==> config.mk <==
export PLATFORM = sky130hd
export DESIGN_NAME = nes_pad_responder
export DESIGN_NICKNAME = d
export VERILOG_FILES = /design/src/rtl/nes_pad_pkg.sv /design/src/rtl/pad_debounce.sv /design/src/rtl/nes_pad_responder.sv
export SDC_FILE = /design/constraint.sdc
export NUM_CORES = 1
export LEC_CHECK = 0
export CORE_UTILIZATION = 55
export DETAILED_ROUTE_END_ITERATION = 7
export HOLD_SLACK_MARGIN = 0.03
export PLACE_DENSITY = 0.72
export SYNTH_ARGS = -nofsm -noshare
export SYNTH_HDL_FRONTEND = slang
export SYNTH_HIERARCHICAL = 1
export SYNTH_SLANG_ARGS = --single-unit
==> constraint.sdc <==
create_clock -name clk -period 3.4 [get_ports clk]
set_input_delay 0.34 -clock clk [delete_from_list [all_inputs] [get_ports clk]]
set_output_delay 0.34 -clock clk [all_outputs]
set_load 0.005 [all_outputs]
==> src/rtl/nes_pad_pkg.sv <==
// Shared constants and types for the NES pad responder: button bit positions,
// the serial frame length and the layout of the synchronised input bundle.
package nes_pad_pkg;

    localparam int BTN_A      = 0;
    localparam int BTN_B      = 1;
    localparam int BTN_SELECT = 2;
    localparam int BTN_START  = 3;
    localparam int BTN_UP     = 4;
    localparam int BTN_DOWN   = 5;
    localparam int BTN_LEFT   = 6;
    localparam int BTN_RIGHT  = 7;

    localparam int PAD_BITS = 8;

    typedef logic [PAD_BITS-1:0] pad_t;

    // Every asynchronous pin travels through the synchronizer as one packed word.
    typedef struct packed {
        logic       jclk;
        logic       strobe;
        logic [1:0] turbo;
        pad_t       btn;
    } pad_in_t;

endpackage

==> src/rtl/pad_debounce.sv <==
// Single-bit debouncer: the output follows the input only after the input has
// disagreed with it for DEBOUNCE_CYCLES consecutive clocks.
module pad_debounce #(
    parameter logic [15:0] DEBOUNCE_CYCLES = 16'd50000
) (
    input  logic clk,
    input  logic reset_n,
    input  logic in,
    output logic out
);

    logic [15:0] cnt_q, cnt_d;
    logic        out_q, out_d;
    logic [16:0] cnt_inc;

    // One bit wider so a count reaching the top of the 16-bit range cannot wrap.
    assign cnt_inc = {1'b0, cnt_q} + 17'd1;

    always_comb begin
        cnt_d = '0;
        out_d = out_q;
        if (in != out_q) begin
            if (cnt_inc >= {1'b0, DEBOUNCE_CYCLES}) begin
                out_d = in;
            end else begin
                cnt_d = cnt_inc[15:0];
            end
        end
    end

    always_ff @(posedge clk) begin
        if (!reset_n) begin
            cnt_q <= '0;
            out_q <= 1'b0;
        end else begin
            cnt_q <= cnt_d;
            out_q <= out_d;
        end
    end

    assign out = out_q;

endmodule

==> src/rtl/nes_pad_responder.sv <==
// NES controller emulation: debounced buttons with optional A/B turbo, served to
// the console through a 4021-style parallel-load / serial-shift register.
module nes_pad_responder
    import nes_pad_pkg::*;
#(
    parameter logic [15:0] DEBOUNCE_CYCLES = 16'd50000,
    parameter int          SYNC_STAGES     = 2,
    parameter logic [23:0] TURBO_DIV       = 24'd700000
) (
    input  logic       clk,
    input  logic       reset_n,
    input  logic [7:0] btn_raw,
    input  logic [1:0] turbo_en,
    input  logic       joy_strobe,
    input  logic       joy_clock,
    output logic       joy_data,
    output logic [7:0] btn_state,
    output logic [3:0] shift_count
);

    localparam int SYNC_N = (SYNC_STAGES < 2) ? 2 : SYNC_STAGES;

    pad_in_t                pins;
    pad_in_t [SYNC_N-1:0]   sync_q;
    pad_in_t                sync_s;

    assign pins   = {joy_clock, joy_strobe, turbo_en, btn_raw};
    assign sync_s = sync_q[SYNC_N-1];

    always_ff @(posedge clk) begin
        if (!reset_n) begin
            sync_q <= '0;
        end else begin
            sync_q <= {sync_q[SYNC_N-2:0], pins};
        end
    end

    generate
        for (genvar gi = 0; gi < PAD_BITS; gi++) begin : g_deb
            pad_debounce #(
                .DEBOUNCE_CYCLES(DEBOUNCE_CYCLES)
            ) u_deb (
                .clk     (clk),
                .reset_n (reset_n),
                .in      (sync_s.btn[gi]),
                .out     (btn_state[gi])
            );
        end
    endgenerate

    logic [23:0] turbo_cnt_q, turbo_cnt_d;
    logic        turbo_phase_q, turbo_phase_d;

    always_comb begin
        turbo_cnt_d   = turbo_cnt_q + 24'd1;
        turbo_phase_d = turbo_phase_q;
        if (turbo_cnt_q >= TURBO_DIV - 24'd1) begin
            turbo_cnt_d   = '0;
            turbo_phase_d = ~turbo_phase_q;
        end
    end

    pad_t effective;

    always_comb begin
        effective = btn_state;
        if (sync_s.turbo[0]) effective[BTN_A] = btn_state[BTN_A] & turbo_phase_q;
        if (sync_s.turbo[1]) effective[BTN_B] = btn_state[BTN_B] & turbo_phase_q;
    end

    pad_t       shreg_q, shreg_d;
    logic [3:0] count_q, count_d;
    logic       jclk_prev_q;
    logic       jclk_rise;

    assign jclk_rise = sync_s.jclk & ~jclk_prev_q;

    // Load has priority over shift, so a clock edge during strobe is swallowed.
    always_comb begin
        shreg_d = shreg_q;
        count_d = count_q;
        if (sync_s.strobe) begin
            shreg_d = ~effective;
            count_d = '0;
        end else if (jclk_rise) begin
            shreg_d = {1'b0, shreg_q[PAD_BITS-1:1]};
            if (count_q < 4'(PAD_BITS)) count_d = count_q + 4'd1;
        end
    end

    always_ff @(posedge clk) begin
        if (!reset_n) begin
            turbo_cnt_q   <= '0;
            turbo_phase_q <= 1'b0;
            shreg_q       <= 8'hFF;
            count_q       <= '0;
            jclk_prev_q   <= 1'b0;
        end else begin
            turbo_cnt_q   <= turbo_cnt_d;
            turbo_phase_q <= turbo_phase_d;
            shreg_q       <= shreg_d;
            count_q       <= count_d;
            jclk_prev_q   <= sync_s.jclk;
        end
    end

    assign joy_data    = shreg_q[0];
    assign shift_count = count_q;

endmodule

==> impl_metrics.env, run 1 <==
export IMPL_outcome="finished, final reports clean"
export IMPL_critPathLaunchType="flip-flop"
export IMPL_regToRegEndpoint="g_deb[2].u_deb/cnt_q[11]"
export IMPL_first_iter_violations=363
export IMPL_holdCritPathClass="reg -> reg"
export IMPL_arrival_ns=2.73
export IMPL_ff_latch_area_sq_um=3960
export IMPL_ios=27
export IMPL_grt_pass1_wl_um=33400
export IMPL_r2r_start="g_deb[2].u_deb/cnt_q[0]"
export IMPL_p_leak_nw=3.73
export IMPL_routed_wl_um=19200
export IMPL_min_to="sync_q[16]"
export IMPL_critPathRequiredTime_ns=3.69
export IMPL_powerDensity_nw_per_um2=398
export IMPL_dieArea_sq_um=19800
export IMPL_rows=50
export IMPL_detail_route_antenna_nets=0
export IMPL_fillers=1613
export IMPL_synth_flop_cell="dfxtp_1"
export IMPL_grt_ovfl_total=0
export IMPL_cts_tree="done"
export IMPL_post_drt_wl_per_cell_um=13.8
export IMPL_end_kind="flip-flop"
export IMPL_syn_avg_cell_area_sq_um=9.29
export IMPL_vias=7850
export IMPL_hold_violations=0
export IMPL_yosysUniqueCellTypes=54
export IMPL_clk_pin_slew_ns=0.07
export IMPL_r2r_slack_ns=0.96
export IMPL_start_util_pct=56.4
export IMPL_yosysSeqAreaShare_pct=37.5
export IMPL_pre_cts_slack_ns=1.01
export IMPL_ys_ff_latch=198
export IMPL_synth_edf_count=0
export IMPL_fmax_mhz=410
export IMPL_whs_path_depth=1
export IMPL_critical_path_max_stage_delay_ns=0.48
export IMPL_hpwlAfterDp_um=13500
export IMPL_gp_congestion=0.832
export IMPL_die_w_um=141
export IMPL_antenna_found_initial=0
export IMPL_numPlacedInstances=1362
export IMPL_grt_max_degree=37
export IMPL_multiInputGateArea_sq_um=6290
export IMPL_min_period_ns=2.44
export IMPL_cts_resized=0
export IMPL_num_nets_final=1171
export IMPL_syn_inst=1139
export IMPL_fin_skew_ns=0.00758
export IMPL_dpl_instance_area_sq_um=10900
export IMPL_postLayoutCellArea_sq_um=11500
export IMPL_dr_pass1_iters=5
export IMPL_crit_slowest_cell="o2111ai_4"
export IMPL_criticalPathCategory="reg -> reg"
export IMPL_setup_ws_ns=0.963
export IMPL_grtUsageTotal_pct=20.3
export IMPL_final_util_pct=61.4
export IMPL_final_cell_mix="198 x dfxtp_1, 152 x nor2_1, 93 x nand2_1"
export IMPL_ys_async_sr_fraction_pct=0
export IMPL_max_slew_worst_pin_slew_ns=0.613
export IMPL_tns_ns=0
export IMPL_area_growth_syn_to_layout_pct=8.99
export IMPL_hold_buffers=0
export IMPL_drv_slew=0
export IMPL_cp_cell_sequence="ha_1, nand4_1, or3_1, o221ai_1, a211oi_2, o2111ai_4, nor2_1"
export IMPL_routed_via_density=5.63
export IMPL_layout_commonest_cell="dfxtp_1"
export IMPL_grt_pass1_vias=7232
export IMPL_min_from="sync_q[4]"
export IMPL_cts_max_level=4
export IMPL_max_vdd_ir_drop_uv=324
export IMPL_setup_viol=0
export IMPL_drc=0
export IMPL_r2r_cells=7
export IMPL_instances_no_fill=1394
export IMPL_grt_setup_unrepaired="no"
export IMPL_fin_crit_sh_pct=71.7
export IMPL_numCtsBuffers=17
export IMPL_cts_sinks=198
export IMPL_clock_latency_ns=0.43
export IMPL_root_buffer="clkbuf_16"
export IMPL_path_max_fanout=15
export IMPL_io_buffers=26
export IMPL_yosys_warnings=6
export IMPL_netlist_area_sq_um=10600
export IMPL_die_h_um=141
export IMPL_cts_setup_buffers=0
export IMPL_slew_limit_headroom_pct=59.2
export IMPL_drive_above_1_share_pct=11.8
export IMPL_clk_path_buf_depth=2
export IMPL_drv_cap=0
export IMPL_antennaDiodeCount=0
export IMPL_core_area_sq_um=18800
[worst max-delay path, delay by kind of cell, from the launching register on]
family                     cells  cell delay [ns]
AOI/OAI and AO/OA              3             0.82
adders and majority gates      1             0.28
DFF                            1             0.42
and+or+nand+nor                3             0.78
[cells by family (layout without fill, tap and decap cells)]
| group | after synthesis | in the layout | share of synthesized area, % |
|---|---|---|---|
| AO/OA/AOI/OAI | 157 | 157 | 14.5 |
| adder cells (fa/ha/maj) | 10 | 10 | 1.18 |
| flip-flops | 198 | 198 | 37.5 |
| AND/OR/NAND/NOR | 540 | 540 | 29.1 |
| other | 1 | 4 | 0.0354 |
| buffers and inverters | 62 | 80 | 3.21 |
| XOR/XNOR | 148 | 148 | 12.3 |
| multiplexers | 23 | 23 | 2.26 |
[worst max path at each step]
stage                                  startpoint                        to  slack, ns
after floorplan           g_deb[0].u_deb/cnt_q[0]  g_deb[0].u_deb/cnt_q[11]       1.35
after global placement    g_deb[5].u_deb/cnt_q[0]  g_deb[5].u_deb/cnt_q[11]       1.04
after detailed placement  g_deb[5].u_deb/cnt_q[0]  g_deb[5].u_deb/cnt_q[11]       1.01
after CTS                 g_deb[2].u_deb/cnt_q[0]  g_deb[2].u_deb/cnt_q[11]       0.95
after global routing      g_deb[2].u_deb/cnt_q[0]   g_deb[2].u_deb/cnt_q[7]       0.79
final                     g_deb[2].u_deb/cnt_q[0]  g_deb[2].u_deb/cnt_q[11]       0.96
[metrics by stage]
stage	total power, mW	hold slack, ns
floorplan	2.45	0.412
global placement	2.48	0.414
detailed placement	2.48	0.419
CTS	4.65	0.427
global route	4.76	0.444
finish	4.59	0.426
[synth_stat cells, types with 10 or more instances]
cell	number	share of area, %
nor2_2	16	0.95
and3_1	20	1.2
a21boi_0	16	1.1
xnor2_1	81	6.7
and4_1	17	1.4
nand3_1	57	2.7
nand2_1	93	3.3
a21oi_1	13	0.61
nor2b_1	16	0.95
ha_1	10	1.2
xor2_1	67	5.5
mux2i_1	16	1.5
buf_2	25	1.2
nor2_1	152	5.4
dfxtp_1	198	37
inv_1	20	0.71
buf_6	10	1.1
and2_1	43	2.5
o21ai_0	25	1.2
nand4_1	45	2.7
[metal layers]
metal	global-route usage, %	part of all wire, %	up-vias
li1	-	-	4056
met1	26.8	50	3677
met2	33.6	47	98
met3	4.08	2.7	19
met4	5.78	0.93	0
met5	0	0	-
[power breakdown]
| group | leakage, nW | total, mW | switching, mW | internal (mW) |
|---|---|---|---|---|
| registers | 1.60 | 2.35 | 0.0127 | 2.34 |
| logic | 1.82 | 0.0750 | 0.0391 | 0.0359 |
| clock network | 0.309 | 2.16 | 0.859 | 1.30 |
[sequential cells by signal (all words and copies together) (netlist names)]
register / count
shreg_q: 8
turbo_phase_q: 1
sync_q: 24
jclk_prev_q: 1
g_deb.u_deb/cnt_q: 128
g_deb.u_deb/out: 8
turbo_cnt_q: 24
shift_count: 4
[area by class of cell]
type | instances | share of cell area, %
clock buffer | 23 | 4.15
clock inverter | 9 | 1.41
timing repair buffer | 28 | 2.34
tap | 234 | 2.54
inverter | 20 | 0.651
multi-input combinational | 882 | 54.5
sequential | 198 | 34.4
Note: power is estimated with default switching activity, not from simulation.
==> run 2, diff against run 1 <==
--- a/config.mk
+++ b/config.mk
@@ -8,7 +8,7 @@
 export CORE_UTILIZATION = 55
 export DETAILED_ROUTE_END_ITERATION = 7
 export HOLD_SLACK_MARGIN = 0.03
-export PLACE_DENSITY = 0.72
+export PLACE_DENSITY = 0.75
 export SYNTH_ARGS = -nofsm -noshare
 export SYNTH_HDL_FRONTEND = slang
 export SYNTH_HIERARCHICAL = 1
==> constraint.sdc (replaced) <==
create_clock -name clk -period 2 [get_ports clk]
set_input_delay 0.2 -clock clk [delete_from_list [all_inputs] [get_ports clk]]
set_output_delay 0.2 -clock clk [all_outputs]
set_load 0.005 [all_outputs]
==> run 2 against run 1 <==
Effect of this change: the run now ends with negative setup slack left; sequential power up 70%; clock skew increased by 0.0040 ns; sequential share of layout area decreased by 4.7 points; critical path depth increased by 1; wire length grew 21%; worst setup slack got worse by 1.0 ns; worst hold slack worse by 0.22 ns; flip-flop and latch count unchanged; core utilization increased by 11 points; largest power group unchanged; highest routed layer unchanged.
==> impl_metrics.env, run 2 (same netlist as run 1, synthesis figures left out) <==
export IMPL_outcome="complete, but fails checks"
export IMPL_failed_checks="negative setup slack"
export IMPL_max_slew_worst_pin_slew_ns=0.567
export IMPL_wl_met3_um=667
export IMPL_instances_no_fill=1550
export IMPL_critPathLaunchType="flip-flop"
export IMPL_grt_setup_unrepaired="yes"
export IMPL_postLayoutCellArea_sq_um=13500
export IMPL_powerDensity_nw_per_um2=556
export IMPL_numPlacedInstances=1498
export IMPL_criticalPathCategory="reg -> reg"
export IMPL_regMostFlops="g_deb.u_deb/cnt_q"
export IMPL_p_leak_nw=4.76
export IMPL_layout_commonest_cell="dfxtp_1"
export IMPL_hold_violations=0
export IMPL_io_buffers=26
export IMPL_cp_cell_sequence="ha_4, nand4_1, or3_4, o221ai_4, a211oi_4, o2111ai_4, buf_8, a21oi_2"
export IMPL_grt_pass1_vias=8153
export IMPL_cts_sinks=198
export IMPL_fin_crit_sh_pct=104
export IMPL_largest_reg_flops=128
export IMPL_end_kind="flip-flop"
export IMPL_hpwlAfterDp_um=15300
export IMPL_numCtsBuffers=17
export IMPL_min_period_ns=2.07
export IMPL_start_util_pct=56.4
export IMPL_wl_met1_um=10500
export IMPL_antenna_found_initial=0
export IMPL_rows=50
export IMPL_dr_pass1_iters=5
export IMPL_fmax_mhz=483
export IMPL_gp_congestion=0.861
export IMPL_num_nets_final=1327
export IMPL_crit_slowest_cell="or3_4"
export IMPL_arrival_ns=2.39
export IMPL_cts_tree="done"
export IMPL_cts_max_level=4
export IMPL_clk_pin_slew_ns=0.07
export IMPL_routed_via_density=5.66
export IMPL_dpl_instance_area_sq_um=12000
export IMPL_setup_viol=43
export IMPL_die_w_um=141
export IMPL_drv_slew=0
export IMPL_final_cell_mix="169 x dfxtp_1, 134 x buf_4, 94 x nor2_1"
export IMPL_grt_ovfl_total=0
export IMPL_fillers=1323
export IMPL_first_iter_violations=452
export IMPL_biggestRegsByFlops="g_deb.u_deb/cnt_q x128, sync_q x24, turbo_cnt_q x24"
export IMPL_fin_skew_ns=0.0116
export IMPL_ios=27
export IMPL_power_mw=7.51
export IMPL_root_buffer="clkbuf_16"
export IMPL_holdCritPathClass="in -> reg"
export IMPL_slew_limit_headroom_pct=62.2
export IMPL_detail_route_antenna_nets=0
export IMPL_max_vdd_ir_drop_uv=713
export IMPL_post_drt_wl_per_cell_um=15.0
export IMPL_critical_path_max_stage_delay_ns=0.46
export IMPL_vias=8776
export IMPL_drive_above_1_share_pct=32.7
export IMPL_dieArea_sq_um=19800
export IMPL_antennaDiodeCount=0
export IMPL_highest_layer="met4"
export IMPL_holdWs_ns=0.209
export IMPL_area_growth_syn_to_layout_pct=27.8
export IMPL_setup_ws_ns=-0.0701
export IMPL_clock_latency_ns=0.44
export IMPL_core_area_sq_um=18800
export IMPL_grt_pass1_wl_um=37000
export IMPL_clk_path_buf_depth=2
export IMPL_routed_wl_um=23300
export IMPL_final_util_pct=72.0
export IMPL_critPathRequiredTime_ns=2.32
export IMPL_grt_max_degree=29
export IMPL_grtUsageTotal_pct=22.6
export IMPL_drc=0
export IMPL_wl_met2_um=11700
export IMPL_drv_cap=0
export IMPL_die_h_um=141
export IMPL_path_max_fanout=6
export IMPL_hold_buffers=0
==> run 2: worst paths after layout <==
check	startpoint	end	slack (ns)	cells past startpoint
setup / recovery	g_deb[0].u_deb/cnt_q[0]	g_deb[0].u_deb/cnt_q[8]	-0.07	8
setup reg to reg	g_deb[0].u_deb/cnt_q[0]	g_deb[0].u_deb/cnt_q[8]	-0.07	8
hold / removal	reset_n	shreg_q[1]	0.21	2
hold reg to reg	sync_q[1]	sync_q[13]	0.43	1
==> run 2: timing repair <==
| item | CTS | global route |
|---|---|---|
| pin swaps | 16 | 115 |
| gates resized for setup | 33 | 170 |
| buffers inserted | 4 | 14 |
| setup endpoints to repair | 103 | 136 |
| gates cloned | 0 | 2 |
==> run 2: power breakdown <==
group          internal (mW)  switching (mW)
Combinational         0.0981          0.0907
Sequential              3.97          0.0215
Clock                   1.75            1.58
==> run 2: cell type report <==
| class | instances | area (sq um) | area share, % |
|---|---|---|---|
| multi-input cells | 882 | 6960 | 51.5 |
| flip-flops and latches | 198 | 4020 | 29.7 |
| clock buffers | 17 | 425 | 3.15 |
| repair buffers | 184 | 1600 | 11.8 |
| well taps | 234 | 293 | 2.17 |
| clock inverters | 15 | 145 | 1.07 |
| inverters | 20 | 75.1 | 0.555 |
==> run 2: routing by layer <==
layer  up-vias  track usage [%]
met1      4197             28.6
li1       4386                -
met2       153             38.8
met5         -                0
met3        40             3.57
met4         0             8.24
==> run 2: worst max-delay path: cells and delay by family, from the launching register on <==
kind / cells / cell delay, ns
compound gates: 4 / 0.57
fa+ha+maj: 1 / 0.14
buf+inv: 1 / 0.20
flops: 1 / 0.38
simple gates: 2 / 0.66
==> run 2: through the flow <==
| step | setup slack [ns] | setup TNS (ns) |
|---|---|---|
| 4_1_cts | 0.00171 | 0 |
| 5_1_grt | -0.140 | -10.76 |
| 6_report | -0.0701 | -0.930 |
| 3_5_place_dp | -0.0791 | -2.11 |
| 2_1_floorplan | 0.00560 | 0 |
| 3_3_place_gp | -0.00149 | -0.00251 |
==> run 3, diff against run 2 <==
--- a/config.mk
+++ b/config.mk
@@ -5,6 +5,7 @@
 export SDC_FILE = /design/constraint.sdc
 export NUM_CORES = 1
 export LEC_CHECK = 0
+export CORE_MARGIN = 2
 export CORE_UTILIZATION = 55
 export DETAILED_ROUTE_END_ITERATION = 7
 export HOLD_SLACK_MARGIN = 0.03
==> run 3 against run 2 <==
Effect of this change: cell count down 0.13%; core utilization up 0.45 points; worst setup slack worse by 0.042 ns; first-iteration DRC count down 9.7%; flip-flop and latch count unchanged; sequential power about the same; global-route usage down 0.82 points; cell area up 0.62%; critical path depth up 1; fmax down 2.0%; largest power group unchanged; clock power up 15%; worst hold slack worse by 0.0026 ns; the run still ends with negative setup slack left.
==> impl_metrics.env, run 3 (same netlist as run 1, synthesis figures left out) <==
export IMPL_ios=27
export IMPL_dieArea_sq_um=20400
export IMPL_hpwlAfterDp_um=15100
export IMPL_path_max_fanout=7
export IMPL_dpl_instance_area_sq_um=11900
export IMPL_layout_commonest_cell="dfxtp_1"
export IMPL_tns_ns=-5.09
export IMPL_instances_no_fill=1548
export IMPL_end_kind="flip-flop"
export IMPL_setup_viol=90
export IMPL_routed_via_density=5.64
export IMPL_rows=50
export IMPL_root_buffer="clkbuf_16"
export IMPL_grt_setup_unrepaired="yes"
export IMPL_powerDensity_nw_per_um2=589
export IMPL_wl_met3_um=721
export IMPL_biggestRegsByFlops="g_deb.u_deb/cnt_q x128, sync_q x24, turbo_cnt_q x24"
export IMPL_final_cell_mix="171 x dfxtp_1, 136 x buf_4, 93 x nand2_1"
export IMPL_hold_violations=0
export IMPL_grt_pass1_wl_um=36900
export IMPL_postLayoutCellArea_sq_um=13600
export IMPL_start_util_pct=56.4
export IMPL_criticalPathCategory="reg -> reg"
export IMPL_arrival_ns=2.44
export IMPL_antenna_found_initial=0
export IMPL_max_vdd_ir_drop_uv=597
export IMPL_grtUsageTotal_pct=21.8
export IMPL_drc=0
export IMPL_drv_slew=0
export IMPL_regMostFlops="g_deb.u_deb/cnt_q"
export IMPL_p_leak_nw=4.77
export IMPL_fin_crit_sh_pct=106
export IMPL_critPathRequiredTime_ns=2.33
export IMPL_gp_congestion=0.866
export IMPL_numCtsBuffers=17
export IMPL_routed_wl_um=23700
export IMPL_cts_tree="done"
export IMPL_outcome="complete, but fails checks"
export IMPL_grt_max_degree=32
export IMPL_highest_layer="met4"
export IMPL_power_mw=8.01
export IMPL_post_drt_wl_per_cell_um=15.3
export IMPL_wl_met1_um=10500
export IMPL_clock_latency_ns=0.43
export IMPL_grt_pass1_vias=8127
export IMPL_largest_reg_flops=128
export IMPL_max_slew_worst_pin_slew_ns=0.564
export IMPL_detail_route_antenna_nets=0
export IMPL_grt_ovfl_total=0
export IMPL_antennaDiodeCount=0
export IMPL_slew_limit_headroom_pct=62.4
export IMPL_wl_met2_um=12100
export IMPL_clk_pin_slew_ns=0.07
export IMPL_die_h_um=143
export IMPL_first_iter_violations=408
export IMPL_failed_checks="negative setup slack"
export IMPL_dr_pass1_iters=5
export IMPL_fmax_mhz=474
export IMPL_die_w_um=143
export IMPL_numPlacedInstances=1491
export IMPL_area_growth_syn_to_layout_pct=28.6
export IMPL_holdCritPathClass="in -> reg"
export IMPL_fin_skew_ns=0.00864
export IMPL_min_period_ns=2.11
export IMPL_multiInputGateArea_sq_um=7020
export IMPL_io_buffers=26
export IMPL_core_area_sq_um=18800
export IMPL_cts_sinks=198
export IMPL_drive_above_1_share_pct=33.0
export IMPL_drv_cap=0
export IMPL_critPathLaunchType="flip-flop"
export IMPL_vias=8733
export IMPL_cts_max_level=4
export IMPL_fillers=1321
export IMPL_ff_latch_area_sq_um=4010
export IMPL_setup_ws_ns=-0.112
export IMPL_clk_path_buf_depth=2
export IMPL_num_nets_final=1325
==> run 3: cell count changes in the layout (fill, tap and decap cells not counted), moves of 3 or more <==
cell / before / now
nor2_4: 26 / 35
nor2_1: 94 / 87
bufinv_16: 1 / 5
o21ai_2: 9 / 5
dfxtp_4: 6 / 3
o21ai_1: 3 / 6
==> run 3: through the flow <==
step | hold WS [ns] | worst slack, ns | utilization (%)
after floorplan | 0.327 | 0.00560 | -
after global placement | 0.413 | -0.0123 | 63.4
after detailed placement | 0.418 | -0.0665 | 63.4
after CTS | 0.194 | -0.0118 | 68.2
after global routing | 0.250 | -0.196 | 72.5
final | 0.206 | -0.112 | 72.5
==> run 3: what timing repair did <==
item / 4_1_cts / 5_1_grt
gates resized for setup: 44 / 168
setup buffers: 7 / 17
hold buffers: 0 / 0
setup endpoints to repair: 116 / 136
pin swaps: 22 / 112
gates cloned: 0 / 2
==> run 3: layout make-up <==
class | count | share of cell area (%)
well taps | 234 | 2.15
clock inverters | 13 | 1.57
multi-input cells | 882 | 51.6
repair buffers | 182 | 11.4
inverters | 20 | 0.552
flip-flops and latches | 198 | 29.5
clock buffers | 19 | 3.26
==> run 3: worst paths after layout <==
kind,endpoint,depth (start not counted),slack [ns],from
min reg2reg,sync_q[14],1,0.43,sync_q[2]
min,shreg_q[3],2,0.21,reset_n
max,g_deb[1].u_deb/cnt_q[11],9,-0.11,g_deb[1].u_deb/cnt_q[1]
max reg2reg,g_deb[1].u_deb/cnt_q[11],9,-0.11,g_deb[1].u_deb/cnt_q[1]
==> run 3: per-layer routing <==
layer  global-route usage (%)  vias up
li1                         -     4374
met1                     27.7     4186
met2                     37.9      139
met3                     4.26       34
met4                     5.68        0
met5                        0        -
==> run 3: power breakdown <==
group | leakage (nW) | switching [mW] | internal, mW
Sequential | 1.62 | 0.0224 | 3.97
Combinational | 2.84 | 0.0928 | 0.0958
Clock | 0.315 | 1.55 | 2.27
==> run 3: worst max-delay path, cell delays in order (launching register included) <==
cell and delay, ns:
dfxtp_2 0.36, ha_4 0.15, nand4_1 0.16, or3_4 0.43, o221ai_4 0.18, a211oi_2 0.06, buf_4 0.16, o2111ai_4 0.25
clkbuf_16 0.21, nor2_1 0.04
